## config.mk

```make
export PLATFORM = sky130hd
export DESIGN_NAME = dmem_ctrl
export DESIGN_NICKNAME = d
export VERILOG_FILES = /design/src/rtl/dmem_pkg.sv /design/src/rtl/dmem_array.sv /design/src/rtl/dmem_ctrl.sv
export SDC_FILE = /design/constraint.sdc
export NUM_CORES = 2
export LEC_CHECK = 0
export BUFFER_PORTS_ARGS = -buffer_cell sky130_fd_sc_hd__buf_4
export CAP_MARGIN = 10
export CORE_MARGIN = 5
export CORE_UTILIZATION = 45
export DETAILED_ROUTE_END_ITERATION = 7
export PLACE_DENSITY_LB_ADDON = 0.15
export SETUP_SLACK_MARGIN = 0.15
export SYNTH_ARGS = -nofsm -noshare
export SYNTH_HDL_FRONTEND = slang
export SYNTH_SLANG_ARGS = --single-unit
```

## constraint.sdc

```tcl
create_clock -name clk -period 5.89 [get_ports clk]
set_input_delay 0 -clock clk [delete_from_list [all_inputs] [get_ports clk]]
set_output_delay 0 -clock clk [all_outputs]
set_load 0.01 [all_outputs]
```

## src/rtl/dmem_pkg.sv

```systemverilog
// Shared types and defaults for the data memory controller.
package dmem_pkg;

  localparam int DMEM_DW    = 8;
  localparam int DMEM_AW    = 8;
  localparam int DMEM_DEPTH = 256;

  typedef enum logic {
    INIT = 1'b0,
    RUN  = 1'b1
  } dmem_state_t;

  // Width of the clear counter / internal word index.
  function automatic int clr_w(input int depth);
    return $clog2(depth);
  endfunction

endpackage

```

## src/rtl/dmem_array.sv

```systemverilog
// DEPTH x DW storage: one synchronous write port, one combinational read port.
// Contents are not reset; the controller clears them after reset.
module dmem_array
  import dmem_pkg::*;
#(
  parameter int DW    = DMEM_DW,
  parameter int DEPTH = DMEM_DEPTH,
  parameter int CW    = clr_w(DEPTH)
) (
  input  logic          clk,
  input  logic          we,
  input  logic [CW-1:0] waddr,
  input  logic [DW-1:0] wdata,
  input  logic [CW-1:0] raddr,
  output logic [DW-1:0] rdata
);

  logic [DW-1:0] mem [DEPTH];

  // Single write port on the rising edge.
  always_ff @(posedge clk) begin
    if (we) mem[waddr] <= wdata;
  end

  assign rdata = mem[raddr];

endmodule

```

## src/rtl/dmem_ctrl.sv

```systemverilog
// Data memory controller: clears the array after reset, then serves one
// read/write request per cycle with registered, one-cycle-latency responses.
module dmem_ctrl
  import dmem_pkg::*;
#(
  parameter int DW    = DMEM_DW,
  parameter int AW    = DMEM_AW,
  parameter int DEPTH = DMEM_DEPTH
) (
  input  logic          clk,
  input  logic          rst_n,
  input  logic          rd,
  input  logic          wr,
  input  logic [AW-1:0] addr,
  input  logic [DW-1:0] wdata,
  output logic          ready,
  output logic [DW-1:0] rdata,
  output logic          rvalid,
  output logic          err,
  output logic          init_done
);

  localparam int            CW   = clr_w(DEPTH);
  localparam logic [CW-1:0] LAST = CW'(DEPTH - 1);

  dmem_state_t   state, state_nxt;
  logic [CW-1:0] clr_addr;
  logic          oor, acc;
  logic          mem_we;
  logic [CW-1:0] mem_waddr, req_addr;
  logic [DW-1:0] mem_wdata, mem_rdata;

  // In-range addresses always fit in CW bits; out-of-range ones never
  // touch the array (write gated, read data masked).
  assign req_addr = addr[CW-1:0];

  // A full 2^AW array has no out-of-range addresses; skip the compare.
  generate
    if (DEPTH >= (1 << AW)) begin : g_full
      assign oor = 1'b0;
    end else begin : g_part
      assign oor = (addr >= AW'(DEPTH));
    end
  endgenerate

  assign acc = ready & (rd | wr);

  // State register and clear counter (counter holds at LAST once done).
  always_ff @(posedge clk or negedge rst_n) begin
    if (!rst_n) begin
      state    <= INIT;
      clr_addr <= '0;
    end else begin
      state <= state_nxt;
      if (state == INIT && clr_addr != LAST) clr_addr <= clr_addr + 1'b1;
    end
  end

  // Leave INIT in the same edge that clears the last word.
  always_comb begin
    state_nxt = state;
    if (state == INIT && clr_addr == LAST) state_nxt = RUN;
  end

  // Array write mux: clear sweep in INIT, accepted in-range writes in RUN.
  always_comb begin
    mem_we    = 1'b0;
    mem_waddr = req_addr;
    mem_wdata = wdata;
    case (state)
      INIT: begin
        mem_we    = 1'b1;
        mem_waddr = clr_addr;
        mem_wdata = '0;
      end
      RUN: mem_we = acc & wr & ~oor;
      default: mem_we = 1'b0;
    endcase
  end

  dmem_array #(.DW(DW), .DEPTH(DEPTH), .CW(CW)) u_array (
    .clk   (clk),
    .we    (mem_we),
    .waddr (mem_waddr),
    .wdata (mem_wdata),
    .raddr (req_addr),
    .rdata (mem_rdata)
  );

  // Registered outputs; ready/init_done lag RUN by one cycle. A read that
  // coincides with a write returns the new data.
  always_ff @(posedge clk or negedge rst_n) begin
    if (!rst_n) begin
      ready     <= 1'b0;
      init_done <= 1'b0;
      rvalid    <= 1'b0;
      err       <= 1'b0;
      rdata     <= '0;
    end else begin
      ready     <= (state == RUN);
      init_done <= (state == RUN);
      rvalid    <= acc & rd;
      err       <= acc & oor;
      if (acc && rd && !oor) rdata <= wr ? wdata : mem_rdata;
      else                   rdata <= '0;
    end
  end

endmodule

```

; ---- After elaboration in Yosys (flattened, before gate mapping)
; Memory sizes are Yosys's and may differ from the RTL's.
; Index checks and enable logic that the tools add are counted.
[word_totals]
ram_bits = 2048
register_bits = 19
out_inout_bits = 12
n_memories = 1
[op_classes]
reduce_logical = 3
muxes = 7
n_eq_ne = 2
n_addsub = 1
bitwise_logic = 5
[mem_list]
columns = memory, words, width, rd, rd_ports_with_merged_regs, write_ports, line_no
row1 = u_array.mem, 256, 8, 1, 0, 1, dmem_array.sv:18  ; logic [DW-1:0] mem [DEPTH];
[ops]
columns = op, n
row1 = $mux W8, 4
row2 = $add A8 B1 Y8 const B, 1
row3 = $eq A8 B8 Y1 const B, 1
row4 = $ne A8 B8 Y1 const B, 1
row5 = $and A1 B1 Y1, 3
row6 = $logic_and A1 B1 Y1, 3
row7 = $mux W1, 2
row8 = $pmux W1 S2, 1
row9 = $not A1 Y1, 1
row10 = $or A1 B1 Y1, 1

; ---- Logic depth before layout (Yosys ltp)
[logic_depth]
ltp_word = 6
ltp_mapped = 13

; ---- Hierarchy
; Synthesis repeated with hierarchy kept, for this count alone.
[hier_totals]
hier_cells = 3822
hier_area_um2 = 80415.9
[by_module_without_submodules]
columns = mod, instances, area_each_um2, seq_area_each_um2, cells_per_inst
row1 = dmem_array, 1, 79396.1, 61499.0, 3725
row2 = dmem_ctrl, 1, 1019.7, 475.5, 97

; ---- Worst setup path after synthesis
; No wires, ideal clock.
[synth_timing]
kind = register -> register
startpoint = reg state
endpoint = mem u_array.mem[0][0] (netlist bit), data pin
slack_ns = 0.827
t_arrival_ns = 4.193
setup_time_ns = 0.869
stages_incl_launch_ff = 4
path_cell_list = dfrtp_1 > clkbuf_1 > clkbuf_1 > and2_1
[synth_via]
elab_chain_len = 1
[synth_lines]
columns = element, line_no
row1 = start: declaration, dmem_ctrl.sv:26  ; dmem_state_t state, state_nxt;
row2 = start signal: assignment, dmem_ctrl.sv:54  ; state <= state_nxt;
row3 = $mux W8, dmem_ctrl.sv:70  ; case (state)
row4 = named net mem_wdata[0], dmem_ctrl.sv:31  ; logic [DW-1:0] mem_wdata, mem_rdata;
row5 = end: declaration, dmem_array.sv:18
; The timed path passes the listed nets, and every way through them passes these cells.

; ---- Final worst setup path
[layout_timing]
startpoint = in addr[1]
endpoint = reg rdata[6]
[layout_via]
elab_chain_len = 3
[layout_lines]
columns = element, line_no
row1 = start: declaration, dmem_ctrl.sv:14  ; input logic [AW-1:0] addr,
row2 = $mem_v2 Z256 W8, n/a
row3 = $mux W8 (2 in series), dmem_ctrl.sv:104  ; if (acc && rd && !oor) rdata <= wr ? wdata : mem_rdata;
row4 = end signal: assignment, dmem_ctrl.sv:104
row5 = end: declaration, dmem_ctrl.sv:17  ; output logic [DW-1:0] rdata,
; No other way between the ends.
; A chain may end at the register's enable or synchronous reset.

==> impl_metrics.toml <==
[pwr]
vdd_drop_max_mv = 0.254
leakagePower_nw = 23.4
powerDensity_mw_per_mm2 = 327
finalPower_mw = 29.6

[die]
num_io_pins = 32
core_mm2 = 0.179
die_h_um = 435
rows = 155
die-area_mm2 = 0.189
initial_utilization = 0.454
fp.dieW_um = 435

[timing]
fmax_ghz = 0.255
fin_tns_setup_ps = 0
skew_ps = 33.7
setup_viol = 0
grt_setup_unrepaired = "false"
worst_pin_slew_ps = 1360
slew_headroom = 0.0938
report.final.slew_viol_count = 0
layout_min_cycle_time_ps = 3910
hold_viol = 0
period_share = 0.665

[grt]
grt-ovfl-total = 0
track_usage = 0.240
antenna_found_initial = 8
grt_start_max_net_pins = 189
grt_pass1_wl_um = 319000
grt_pass1_vias = 40400

[placed_design]
post_dp_cell_area_mm2 = 0.0836
numPortBuffers = 30
place_inst = 6196
dp_hpwl_um = 140000
gp_congestion = 0.873

[clocking]
h-tree-depth = 4
cts.sinks = 2067
post-cts-setup-buffers = 0
cts-resized-gates = 0
path_clk_slew_ps = 60
cts_root_buf = "clkbuf_16"
numCtsBuffers = 210
cts_tree = "done"
clockBufferDepth = 3
clk-insertion-delay-late_ps = 860

[logic_synthesis]
synthCells = 3946
yosysWarnings = 0
synth_fp_nets = 3967
postSynthAreaPerCell_um2 = 20.6
synthTopCellsByCount = "2,048 x edfxtp_1, 381 x mux4_2, 305 x nor2_1, 241 x mux2i_1, 134 x nand2_1"
synth_cell_type_count = 75
postSynth.asyncResetShare = 0.00919
ys.flop_type = "edfxtp_1"
synth_edf_count = 2048
ys_ff_latch = 2067
synth.cell_area_mm2 = 0.0811
synth.most_common_cell = "edfxtp_1"
netlist.area_leader.share = 0.758
yosys-top-cells-area = "edfxtp_1 76%, mux4_2 11%, mux2i_1 3.0%"
synth_top_area_cell = "edfxtp_1"
yosysSeqAreaShare = 0.764

[cells_and_area]
drive_gt1_frac = 0.198
fillCellCount = 14400
layout.nets = 4100
finalNonFillerCells = 6611
design_area_mm2 = 0.0905
fin_util = 0.506
area_growth_pct = 11.6

[run]
drv_cap = 0

[setup_path]
worst_setup_path_end_kind = "register"
startpoint = "addr[1]"
rr_worst_depth = 5
worstReg2RegEnd = "u_array.mem[160][4]"
cp-start-kind = "input pin"
critPathMaxFanout = 41
critPathKind = "input pin to register"
r2r-start = "state"
cp-endpoint = "rdata[6]"
critPathRequiredTime_ps = 6670
rrSetupSlack_ps = 2110
crit_arrival_ps = 4700

[routing]
wl_um = 226000
drt_pass1_iterations = 5
drt_iter0_markers = 5058
vias = 40700
drcViolationCount = 0
final_antenna_net_count = 0
detail_route.wl_per_cell_um = 34.2
via_per_inst = 6.16

[status]
outcome = "finished, final reports clean"

[min_path]
hold_path.class = "input pin to register"
-- metal layers --
layer  share of wire  track usage  vias to the layer above  wire (um)
met5         0.00012            0                        -         27
li1                -            -                    16700          -
met3           0.078       0.0475                      367      17700
met2            0.47        0.370                     1828     105000
met1            0.42        0.344                    21900      94400
met4           0.038       0.0867                        4       8610
-- power by group --
| part | internal [mW] | total [mW] | switching (mW) |
|---|---|---|---|
| Sequential | 15.9 | 15.9 | 0 |
| Clock | 7.23 | 12.8 | 5.61 |
| Combinational | 0.263 | 0.803 | 0.541 |
| Total | 23.4 | 29.6 | 6.15 |
-- stage by stage --
| step | hold slack [ps] | setup WS, ps |
|---|---|---|
| floorplan | -296 | 827 |
| global placement | -66.2 | 1920 |
| detailed placement | -59.7 | 1880 |
| CTS | 25.0 | 2210 |
| global route | 31.7 | 2020 |
| finish | 74.2 | 1980 |
-- repair_timing --
action                     CTS  global route
hold buffers                25             0
hold endpoints to repair   152             0
setup endpoints to repair    0             0
-- cells by family (layout without fill, tap and decap cells) --
kind of cell               after synthesis  after routing  synth area share
AOI/OAI and AO/OA                      368            368            0.0325
muxes                                  665            665             0.149
xor gates and xnor gates                 6              6          0.000648
adders and majority gates                1              1          0.000154
buffers and inverters                  248            552            0.0222
and+or+nand+nor                        590            590            0.0319
other                                    1              7         0.0000462
DFF                                   2067           2067             0.764
-- worst min path at each step --
stage	from	endpoint	cells after the start
finish	wr	rdata[7]	4
global route	wr	rdata[7]	4
CTS	wr	rdata[7]	4
detailed placement	rst_n	rvalid	1
global placement	rst_n	rvalid	1
floorplan	rst_n	clr_addr[0]	0
-- critical path: stages --
cell and delay, ps:
buf_8 320, nand2_2 630, buf_4 440, buf_4 240
o22ai_1 230, nor2_1 60, o211a_1 300, nor4_1 1010
nand4b_1 500, o211ai_1 200, dlygate4sd3_1 590
-- state kept, by name, summed over array words and instances (netlist names) --
signal and flops:
u_array.mem 2048, clr_addr 8, rdata 8, ready 1, rvalid 1, state 1
-- area by class of cell --
cell class | instances | area (um^2) | area share
clock buffers | 259 | 5480 | 0.0606
well taps | 2355 | 2950 | 0.0326
clock inverters | 124 | 1110 | 0.0123
inverters | 7 | 31.3 | 0.000346
flip-flops and latches | 2067 | 62000 | 0.685
repair buffers | 162 | 1540 | 0.0170
diodes | 6 | 15.0 | 0.000166
multi-input cells | 1631 | 17400 | 0.192
-- cell usage in the layout, fill, tap and decap left out, types with 7 or more instances in the layout --
cell type,Yosys,routed
a31oi_1,9,9
dlygate4sd3_1,0,24
o21ai_0,33,33
nand4_1,11,11
a211oi_1,21,21
edfxtp_1,2048,2048
clkbuf_16,0,212
mux4_1,38,38
clkbuf_1,71,47
a2111oi_1,4,7
a22o_1,13,13
nand3_1,24,24
clkinv_2,0,41
o221ai_1,45,45
a22oi_1,37,37
mux4_2,381,381
a21oi_1,51,51
mux2i_1,241,241
nor2_1,305,304
nor4_1,17,17
buf_12,18,18
nand2_1,134,133
and2_1,18,9
a2111oi_0,16,13
o211ai_1,7,7
and2_4,0,8
nor3_1,34,34
clkinv_1,1,50
o22ai_1,82,82
buf_4,20,115
dfrtp_1,19,19
bufinv_16,0,14
(Power assumes the default switching activity.)
